$ cat src/rtl/rv_ctrl_pkg.sv
// Shared encodings for the multi-cycle RV32 control unit: opcodes, datapath
// select codes, fault codes, FSM states and instruction classes.
package rv_ctrl_pkg;

  localparam logic [5:0] OP_R      = 6'b011001;
  localparam logic [5:0] OP_IALU   = 6'b001001;
  localparam logic [5:0] OP_LOAD   = 6'b000001;
  localparam logic [5:0] OP_STORE  = 6'b010001;
  localparam logic [5:0] OP_BRANCH = 6'b110001;
  localparam logic [5:0] OP_LUI    = 6'b011011;
  localparam logic [5:0] OP_JAL    = 6'b110111;

  localparam logic [2:0] ALU_ADD   = 3'd0;
  localparam logic [2:0] ALU_SUB   = 3'd1;
  localparam logic [2:0] ALU_AND   = 3'd2;
  localparam logic [2:0] ALU_XOR   = 3'd3;
  localparam logic [2:0] ALU_SRA   = 3'd4;
  localparam logic [2:0] ALU_SLL   = 3'd5;
  localparam logic [2:0] ALU_PASSB = 3'd6;

  localparam logic [2:0] IMM_I = 3'b000;
  localparam logic [2:0] IMM_S = 3'b001;
  localparam logic [2:0] IMM_B = 3'b010;
  localparam logic [2:0] IMM_U = 3'b011;
  localparam logic [2:0] IMM_J = 3'b100;

  localparam logic [1:0] WB_MEM = 2'b00;
  localparam logic [1:0] WB_ALU = 2'b01;
  localparam logic [1:0] WB_PC4 = 2'b10;

  localparam logic [1:0] FLT_NONE = 2'b00;
  localparam logic [1:0] FLT_ILL  = 2'b01;
  localparam logic [1:0] FLT_BUS  = 2'b10;

  typedef enum logic [2:0] {
    S_IDLE, S_FETCH, S_DECODE, S_EXEC, S_MEM, S_WB, S_TRAP
  } state_e;

  typedef enum logic [2:0] {
    C_R, C_IALU, C_LOAD, C_STORE, C_BRANCH, C_LUI, C_JAL, C_BAD
  } iclass_e;

endpackage

$ cat src/rtl/rv_ctrl_decode.sv
// Combinational field decoder: maps opcode/funct3/funct7 to the per-instruction
// datapath selects and legality flags. The FSM decides when they are driven.
module rv_ctrl_decode
  import rv_ctrl_pkg::*;
#(
  parameter int OPC_W = 6
) (
  input  logic [OPC_W-1:0] opcode_i,
  input  logic [2:0]       funct3_i,
  input  logic             funct7_i,
  output iclass_e          iclass_o,
  output logic [2:0]       alu_sel_o,
  output logic [2:0]       imm_sel_o,
  output logic             bsel_o,
  output logic             asel_o,
  output logic [1:0]       wb_sel_o,
  output logic             legal_op_o,
  output logic             legal_f3_o
);

  always_comb begin
    iclass_o   = C_BAD;
    alu_sel_o  = ALU_ADD;
    imm_sel_o  = IMM_I;
    bsel_o     = 1'b0;
    asel_o     = 1'b0;
    wb_sel_o   = WB_ALU;
    legal_op_o = 1'b1;
    legal_f3_o = 1'b1;
    case (opcode_i)
      OP_R: begin
        iclass_o   = C_R;
        alu_sel_o  = funct7_i ? ALU_SUB : ALU_ADD;
        legal_op_o = (funct3_i == 3'b000);
      end
      OP_IALU: begin
        iclass_o = C_IALU;
        bsel_o   = 1'b1;
        // Only funct3 values with an ALU op are legal; the rest trap in EXEC.
        case (funct3_i)
          3'b000:  alu_sel_o = ALU_ADD;
          3'b111:  alu_sel_o = ALU_AND;
          3'b100:  alu_sel_o = ALU_XOR;
          3'b101:  alu_sel_o = ALU_SRA;
          3'b001:  alu_sel_o = ALU_SLL;
          default: legal_f3_o = 1'b0;
        endcase
      end
      OP_LOAD: begin
        iclass_o = C_LOAD;
        bsel_o   = 1'b1;
        wb_sel_o = WB_MEM;
      end
      OP_STORE: begin
        iclass_o  = C_STORE;
        bsel_o    = 1'b1;
        imm_sel_o = IMM_S;
      end
      OP_BRANCH: begin
        iclass_o  = C_BRANCH;
        asel_o    = 1'b1;
        bsel_o    = 1'b1;
        imm_sel_o = IMM_B;
      end
      OP_LUI: begin
        iclass_o  = C_LUI;
        bsel_o    = 1'b1;
        imm_sel_o = IMM_U;
        alu_sel_o = ALU_PASSB;
      end
      OP_JAL: begin
        iclass_o  = C_JAL;
        asel_o    = 1'b1;
        bsel_o    = 1'b1;
        imm_sel_o = IMM_J;
        wb_sel_o  = WB_PC4;
      end
      default: legal_op_o = 1'b0;
    endcase
  end

endmodule

$ cat src/rtl/rv_multicycle_control.sv
// Multi-cycle RV32 control FSM: sequences FETCH/DECODE/EXEC/MEM/WB over a shared
// memory port with a wait-state timeout and sticky trap reporting.
//
// state  | meaning
// IDLE   | out of reset, no activity
// FETCH  | instruction request; IR/PC load on mem_ready
// DECODE | fields latched, legality checked
// EXEC   | ALU op driven; branch/jal update PC
// MEM    | load/store data access
// WB     | one-cycle register file write
// TRAP   | fault recorded, parked until reset
module rv_multicycle_control
  import rv_ctrl_pkg::*;
#(
  parameter int OPC_W       = 6,
  parameter int ALU_SEL_W   = 3,
  parameter int MEM_TIMEOUT = 16
) (
  input  logic                 clk,
  input  logic                 rst,
  input  logic [OPC_W-1:0]     opcode,
  input  logic                 funct7,
  input  logic [2:0]           funct3,
  input  logic                 BrRes,
  input  logic                 mem_ready,
  output logic                 mem_req,
  output logic                 PCWrite,
  output logic                 IRWrite,
  output logic                 PCSel,
  output logic [2:0]           ImmSel,
  output logic                 RegWEn,
  output logic                 Bsel,
  output logic                 Asel,
  output logic [ALU_SEL_W-1:0] ALUSel,
  output logic                 MemW,
  output logic [1:0]           WBSel,
  output logic                 Store_Select,
  output logic                 Load_Select,
  output logic                 busy,
  output logic [1:0]           fault
);

  localparam int WAIT_W = (MEM_TIMEOUT > 2) ? $clog2(MEM_TIMEOUT) : 1;

  state_e             state_q, state_d;
  logic [OPC_W-1:0]   opcode_q;
  logic [2:0]         funct3_q;
  logic               funct7_q;
  logic [WAIT_W-1:0]  wait_q, wait_d, wait_inc;
  logic [1:0]         fault_q, fault_d;

  logic [OPC_W-1:0]   dec_opcode;
  logic [2:0]         dec_funct3;
  logic               dec_funct7;
  iclass_e            dec_class;
  logic [2:0]         dec_alu, dec_imm;
  logic               dec_bsel, dec_asel, dec_legal_op, dec_legal_f3;
  logic [1:0]         dec_wb;
  logic               timeout_hit, drive_dp;

  // In DECODE the decoder looks at the live IR so the legality check needs no extra cycle.
  assign dec_opcode = (state_q == S_DECODE) ? opcode : opcode_q;
  assign dec_funct3 = (state_q == S_DECODE) ? funct3 : funct3_q;
  assign dec_funct7 = (state_q == S_DECODE) ? funct7 : funct7_q;

  rv_ctrl_decode #(.OPC_W(OPC_W)) u_decode (
    .opcode_i   (dec_opcode),
    .funct3_i   (dec_funct3),
    .funct7_i   (dec_funct7),
    .iclass_o   (dec_class),
    .alu_sel_o  (dec_alu),
    .imm_sel_o  (dec_imm),
    .bsel_o     (dec_bsel),
    .asel_o     (dec_asel),
    .wb_sel_o   (dec_wb),
    .legal_op_o (dec_legal_op),
    .legal_f3_o (dec_legal_f3)
  );

  assign wait_inc    = (MEM_TIMEOUT > 0) ? wait_q + 1'b1 : '0;
  assign timeout_hit = (MEM_TIMEOUT > 0) && !mem_ready &&
                       (wait_q == WAIT_W'(MEM_TIMEOUT - 1));

  always_comb begin
    state_d      = state_q;
    wait_d       = '0;
    fault_d      = fault_q;
    drive_dp     = 1'b0;
    mem_req      = 1'b0;
    PCWrite      = 1'b0;
    IRWrite      = 1'b0;
    PCSel        = 1'b0;
    RegWEn       = 1'b0;
    MemW         = 1'b0;
    WBSel        = 2'b00;
    Store_Select = 1'b0;
    Load_Select  = 1'b0;
    busy         = 1'b0;
    case (state_q)
      S_IDLE: state_d = S_FETCH;
      S_FETCH: begin
        busy    = 1'b1;
        mem_req = 1'b1;
        if (mem_ready) begin
          IRWrite = 1'b1;
          PCWrite = 1'b1;
          state_d = S_DECODE;
        end else if (timeout_hit) begin
          state_d = S_TRAP;
          fault_d = FLT_BUS;
        end else begin
          wait_d = wait_inc;
        end
      end
      S_DECODE: begin
        busy = 1'b1;
        if (!dec_legal_op) begin
          state_d = S_TRAP;
          fault_d = FLT_ILL;
        end else begin
          state_d = S_EXEC;
        end
      end
      S_EXEC: begin
        busy = 1'b1;
        if (!dec_legal_f3) begin
          state_d = S_TRAP;
          fault_d = FLT_ILL;
        end else begin
          drive_dp = 1'b1;
          case (dec_class)
            C_BRANCH: begin
              PCWrite = BrRes;
              PCSel   = 1'b1;
              state_d = S_FETCH;
            end
            C_JAL: begin
              PCWrite = 1'b1;
              PCSel   = 1'b1;
              state_d = S_WB;
            end
            C_LOAD, C_STORE: state_d = S_MEM;
            default:         state_d = S_WB;
          endcase
        end
      end
      S_MEM: begin
        busy         = 1'b1;
        mem_req      = 1'b1;
        drive_dp     = 1'b1;
        Store_Select = (funct3_q == 3'b000);
        Load_Select  = (funct3_q == 3'b100);
        MemW         = (dec_class == C_STORE);
        if (mem_ready) begin
          state_d = (dec_class == C_STORE) ? S_FETCH : S_WB;
        end else if (timeout_hit) begin
          state_d = S_TRAP;
          fault_d = FLT_BUS;
        end else begin
          wait_d = wait_inc;
        end
      end
      S_WB: begin
        busy     = 1'b1;
        drive_dp = 1'b1;
        RegWEn   = 1'b1;
        WBSel    = dec_wb;
        state_d  = S_FETCH;
      end
      S_TRAP:  ;
      default: state_d = S_IDLE;
    endcase
  end

  // ALU operand/op selects stay valid from EXEC through WB for the result path.
  assign ALUSel = drive_dp ? ALU_SEL_W'(dec_alu) : '0;
  assign ImmSel = drive_dp ? dec_imm : 3'b000;
  assign Bsel   = drive_dp & dec_bsel;
  assign Asel   = drive_dp & dec_asel;
  assign fault  = fault_q;

  always_ff @(posedge clk or posedge rst) begin
    if (rst) begin
      state_q  <= S_IDLE;
      opcode_q <= '0;
      funct3_q <= '0;
      funct7_q <= 1'b0;
      wait_q   <= '0;
      fault_q  <= FLT_NONE;
    end else begin
      state_q <= state_d;
      wait_q  <= wait_d;
      fault_q <= fault_d;
      if (state_q == S_DECODE) begin
        opcode_q <= opcode;
        funct3_q <= funct3;
        funct7_q <= funct7;
      end
    end
  end

endmodule

$ cat config.mk
export PLATFORM = sky130hd
export DESIGN_NAME = rv_multicycle_control
export DESIGN_NICKNAME = d
export VERILOG_FILES = /design/src/rtl/rv_ctrl_pkg.sv /design/src/rtl/rv_ctrl_decode.sv /design/src/rtl/rv_multicycle_control.sv
export SDC_FILE = /design/constraint.sdc
export NUM_CORES = 1
export LEC_CHECK = 0
export ABC_AREA = 1
export BUFFER_PORTS_ARGS = -buffer_cell sky130_fd_sc_hd__buf_2
export CAP_MARGIN = 5
export CORE_MARGIN = 5
export CORE_UTILIZATION = 53
export DETAILED_ROUTE_END_ITERATION = 12
export GPL_TIMING_DRIVEN = 0
export HOLD_SLACK_MARGIN = 0.02
export PLACE_DENSITY = 0.91
export SLEW_MARGIN = 20
export SYNTH_ARGS = -nofsm -noshare
export SYNTH_HDL_FRONTEND = slang
export SYNTH_SLANG_ARGS = --single-unit
$ cat constraint.sdc
create_clock -name clk -period 3.05 [get_ports clk]
set_input_delay 0.61 -clock clk [delete_from_list [all_inputs] [get_ports clk]]
set_output_delay 0.61 -clock clk [all_outputs]
set_load 0.1 [all_outputs]
Yosys cells after proc, flatten, opt, wreduce, memory -nomap -nowiden
Index checks and enable logic that the tools add are counted.
- add/subtract/negate cells: 1
- equality and inequality tests: 27
- multiplexer cells: 49
- bitwise logic cells: 2
- reduce and logical (&&, ||, !) cells: 16
- operator list (cell ; count):
    equality test 3 bit (second input constant) ; 9
    2-to-1 mux 3 bit ; 9
    one-hot mux 3 bit (4 select lines) ; 2
    one-hot mux 3 bit (7 select lines) ; 1
    2-to-1 mux 1 bit ; 19
    equality test 6 x 5 -> 1 bit (second input constant) ; 3
    one-hot mux 3 bit (6 select lines) ; 1
    equality test 3 x 2 -> 1 bit (second input constant) ; 4
    equality test 6 bit (second input constant) ; 2
    2-to-1 mux 4 bit ; 3
    OR reduction 2 bit ; 6
    2-to-1 mux 2 bit ; 5
    OR reduction 5 bit ; 2
    zero test 3 bit ; 3
    one-hot mux 3 bit (3 select lines) ; 1
    one-hot mux 1 bit (2 select lines) ; 4
    equality test 3 x 1 -> 1 bit (second input constant) ; 2
    equality test 6 x 1 -> 1 bit (second input constant) ; 1
    equality test 6 x 4 -> 1 bit (second input constant) ; 1
    2-to-1 mux 6 bit ; 1
    != test 2 bit (second input constant) ; 3
    one-hot mux 2 bit (3 select lines) ; 1
    one-hot mux 3 bit (2 select lines) ; 1
    OR reduction 6 bit ; 1
    9 further kinds ; 10
- bits in registers: 19
- output and inout port bits: 21

Logic depth before layout (Yosys ltp)
- depth after elaboration: 9
- mapped depth: 14

Cells and area by module
From an unflattened synthesis, not the netlist that was laid out.
- cells, all modules: 210
- area total of the unflattened synthesis: 1425.1 um^2
- by module, submodules not included (module ; instances ; cells each ; area an instance (um^2)):
    rv_multicycle_control ; 1 ; 150 ; 1138.6
    rv_ctrl_decode ; 1 ; 60 ; 286.5

Least setup slack after synthesis
No wires, ideal clock.
- kind: register to output
- from: reg state_q[2]
- to: out WBSel[0]
- arrival: 4.763 ns
- required time: 2.440 ns
- path slack: -2.323 ns
- cell stages (with the launch flop): 7
- cell sequence: dfrtp_1 > inv_2 > nor2_1 > inv_1 > nor2_1 > inv_1 > a311oi_1
- longest elaborated chain between the ends: 5
- elaborated cells between the ends (all ways): 7
- classes of those cells: 4 x eq/ne; 3 x mux
- ends and longest elaborated chain (item ; line ; text):
    start, declared ; rv_multicycle_control.sv:45 ; state_e state_q, state_d;
    start signal, assigned ; rv_multicycle_control.sv:191 ; state_q <= state_d;
    equality test 3 x 2 -> 1 bit ; rv_multicycle_control.sv:62 ; assign dec_opcode = (state_q == S_DECODE) ? opcode : opcode_q;
    2-to-1 mux 6 bit ; -- ;
    equality test 6 bit or equality test 6 x 1 -> 1 bit (tied branches) ; rv_ctrl_decode.sv:30 ; case (opcode_i)
    one-hot mux 2 bit (2 select lines) ; rv_ctrl_decode.sv:30 ;
    2-to-1 mux 2 bit (*) ; rv_multicycle_control.sv:99 ; case (state_q)
    end, declared ; rv_multicycle_control.sv:36 ; output logic [1:0] WBSel,
Every way passes the cells marked *; elsewhere a longest branch is shown, timed or not.

Final worst setup path
- from: reg state_q[0]
- to: out ALUSel[1]
- elaborated cells between the ends (all ways): 23
- classes of those cells: 11 x eq/ne; 9 x mux; 3 x reduce/logical
- RTL lines (item ; line ; text):
    equality test 3 x 2 -> 1 bit (*) ; rv_multicycle_control.sv:62 ;
    2-to-1 mux 6 bit (*) ; -- ;
    via dec_opcode[5] ; rv_multicycle_control.sv:52 ; logic [OPC_W-1:0] dec_opcode;
    equality test 6 x 4 -> 1 bit ; rv_ctrl_decode.sv:30 ;
    2-to-1 mux 1 bit ; rv_ctrl_decode.sv:30 ;
    2-to-1 mux 1 bit ; rv_multicycle_control.sv:126 ; if (!dec_legal_f3) begin
    one-hot mux 1 bit (2 select lines) ; rv_multicycle_control.sv:99 ;
    2-to-1 mux 3 bit (*) ; rv_multicycle_control.sv:176 ; assign ALUSel = drive_dp ? ALU_SEL_W'(dec_alu) : '0;
    end, declared ; rv_multicycle_control.sv:34 ; output logic [ALU_SEL_W-1:0] ALUSel,
The timed path passes the listed nets; every way through them passes the cells marked *.

==> results.md <==
* TritonCTS sink count at 19
* First-pass DRT Iterations at 4
* Met1 Wirelength at ~1.6 mm
* Final hold vios at 0
* Buffers added on ports at 34
* Logic pwr share at approximately 4.7%
* Fin crit period at 3.00 ns
* Clock skew at slightly below 0.005 ns
* # fillers at approximately 160
* Sequential area share after synthesis at 33.9%
* Syn_nets at 222
* ANT cells at 0
* Most frequent cells in the layout: 51 x nand2_1, 31 x inv_1, 21 x buf_2
* Yosys warnings at 0
* Async SR Flop Fraction at between 90% and 100%
* RePlAce Congestion at about 0.84
* CP Class: flop to output pin
* Die W at slightly above 60 um
* Int Power at between 0.3 and 0.4 mW
* Max Cap Viol at 0
* Top sig layer: met4
* Critical-path cell list: inv_4 > nand3_4 > nand2_1 > nand2_2 > nor2_4 > nand3_2 > inv_2 > o21ai_2 > o21ai_4 > inv_2 > nor2_4 > a21oi_2 > buf_6
* DIE AREA at ~0.0038 sq mm
* RSZ-0062 raised after global routing: yes
* DRC at 0
* Global-route wire length before repair at approximately 6 mm
* Nature of the critical path startpoint: flop
* Starting Density at between 50% and 60%
* Area occupied by multi-input gates at between 800 and 900 sq um
* Sum of buffers and inverters on the critical path at 4
* Clock power frac at 33.5%
* Max stage delay on crit path at about 0.46 ns
* Seq pwr share at just over 60%
* Most common cell after layout, fill and taps aside: nand2_1
* Final setup vio count at 0
* Register area at roughly 480 sq um
* Avg Cell Area, Syn at 6.77 sq um
* Fraction of layout cells with a size suffix above 1 at around 41%
* Top_reg_cell synth: dfrtp_1
* Critical Path AT at 2.39 ns
* Post-synth EDFFs at 0
* I/O pin count at 35
* HP Class: input pin to asynchronous set/reset pin
* Die Y at roughly 61 um
* Core area at between 0.002 and 0.0025 sq mm
* CTS tree: done
* Clk buf depth at 2
* Reg2reg setup slack at a little over 0.9 ns
* Drt first-iter violations at a little over 80
* CP delay by family, top: simple AND/OR/NAND/NOR gates
* CP max stage cell: dfrtp_2
* # nets final at roughly 280
* Pleak at just over 1 nW
* HPWL Detailed at ~2.7 mm
* Root Driver: clkbuf_4
* Remaining global-route overflow at 0
* CP Capture Type: output pin
* Cell area after synthesis at roughly 0.0014 sq mm
* CTS H-tree lvls at 1
* Switching share of total power at approximately a quarter
* Post-route insts no fill at roughly 290
* Area grow syn2layout at 41.7%
* NetSw at 0.100 mW
* Met2 WL at between 2 and 2.5 mm
* Fmax at ~330 MHz
* Worst-skew pair later-pin latency at 0.31 ns
* Max IR drop VDD at between 0.2 and 0.25 mV
* Number of global-route vias before repair at 1438
* DRT antenna net count at 0
* Vias per cell at ~5.4
* Placed cells at around 270
* Met3 WL at 263 um
* Cell count after synthesis at between 200 and 250
* Worst Path Required at 2.44 ns
* Worst slew pin tran at between 0.7 and 0.8 ns
* WL final at approximately 4.2 mm
* Hold buffer count at cts at 0
* TritonCTS buffer count at 3
* FP Rows at 18
* Fin util at between 70% and 80%
* Period utilisation layout at between 90% and 100%
* Synth Register Bits at 19
* Largest net degree at the start of global routing at 20
* Antenna violations before repair at 0
* Tot GR Track Use at between 20% and 30%
* DR vias at between 1500 and 2000
* Fin. max-slew vios at 0
* Crit-path max FO at 8
* Number of distinct library cells after synthesis at 25
* Worst-path clk slew at between 0.1 and 0.15 ns
* Cell Pwr Density at about 210 mW/mm^2
* Wire length per cell at 14.4 um
* Relative slew slack at 50.0%
* Status: complete, no violations
-- flip-flops by register name (all words and copies together), names as in the netlist --
signal and count:
opcode_q 6, wait_q 4, funct3_q 3, state_q 3, fault 2, funct7_q 1
-- cells by family (layout without fill, tap and decap cells) --
kind of cell             count (synthesis)  in the layout  synth area share, %
AND/OR/NAND/NOR                        122            122                 42.2
adder cells (fa/ha/maj)                  1              1                0.893
AO/OA/AOI/OAI                           23             23                 10.2
XOR/XNOR                                 2              2                 1.25
flip-flops                              19             19                 33.9
buffers and inverters                   40             94                 11.5
-- area by class of cell --
type                    instances  area share [%]
flip-flops and latches         19            24.1
clock inverters                 1           0.252
multi-input cells             148            43.7
inverters                      39            7.62
plain buffers                   1           0.756
repair buffers                 50            20.5
clock buffers                   3            1.13
well taps                      30            1.89
-- power groups by stage --
stage,logic (mW),registers [mW],clock network (mW)
6_report,0.0193,0.252,0.137
5_1_grt,0.0221,0.252,0.151
4_1_cts,0.0191,0.252,0.135
3_5_place_dp,0.0191,0.257,0
3_3_place_gp,0.0189,0.257,0
2_1_floorplan,0.00728,0.257,0
-- stage by stage --
stage | power [mW] | hold slack [ns] | setup slack (ns) | TNS (ns) | cell area (sq um)
after global routing | 0.425 | 0.461 | -0.0743 | -0.533 | 1990
after detailed placement | 0.276 | 0.461 | -0.0407 | -0.227 | 1670
after floorplan | 0.264 | 0.436 | -0.686 | -2.52 | 1460
final | 0.408 | 0.405 | 0.0502 | 0 | 1990
after CTS | 0.406 | 0.439 | 0.00814 | 0 | 1840
after global placement | 0.276 | 0.453 | -0.00620 | -0.00809 | 1670
-- Yosys cell counts (2+ instances only) --
master / count / area [sq um]
a21oi_1: 7 / 35.0
inv_1: 34 / 128
nand2_2: 8 / 50.1
o21ai_0: 9 / 45.0
nand3_2: 4 / 40.0
nor2_2: 5 / 31.3
inv_2: 5 / 18.8
nand3_1: 11 / 55.1
nor3_1: 5 / 25.0
nor2_4: 4 / 45.0
nand2_1: 53 / 199
nor2_1: 26 / 97.6
nand4_1: 5 / 31.3
dfrtp_1: 19 / 475
o21ai_2: 2 / 17.5
-- routing by layer --
metal / up-vias / global-route usage (%)
met5: - / 0
met4: 0 / 10.3
met3: 21 / 4.40
met2: 72 / 36.6
met1: 731 / 25.3
li1: 761 / -
-- path summary, 6_finish.rpt --
check                                            start                endpoint  depth (start not counted)
worst min-delay path                               rst     wait_q[3]$_DFF_PP0_                          2
min in group clk                  fault[0]$_DFFE_PP0P_    fault[0]$_DFFE_PP0P_                          2
worst max-delay path            state_q[0]$_DFFE_PP0P_               ALUSel[1]                         13
worst min register to register    fault[0]$_DFFE_PP0P_    fault[0]$_DFFE_PP0P_                          2
max in group asynchronous                          rst  state_q[0]$_DFFE_PP0P_                          2
worst max register to register  state_q[0]$_DFFE_PP0P_    fault[1]$_DFFE_PP0P_                         15
-- worst reg2reg max path, stage by stage (launching register included) --
cell and delay [ns]:
dfrtp_2 0.46, inv_4 0.09, nand2_2 0.07, nor2_4 0.23
nand2_1 0.10, nand2_2 0.12, nor2_4 0.05, buf_4 0.14
nand3_2 0.13, nand2_1 0.08, nor2_2 0.14, nand3_1 0.11
nand2_2 0.12, nand3_2 0.08, nand2_1 0.06, nand2_1 0.05
-- what timing repair did --
action                     4_1_cts  5_1_grt
gates resized for setup         30       26
buffers inserted                 6       10
pin swaps                        6       11
setup endpoints to repair       12       12
No activity file was read; power rests on OpenSTA's default activity.
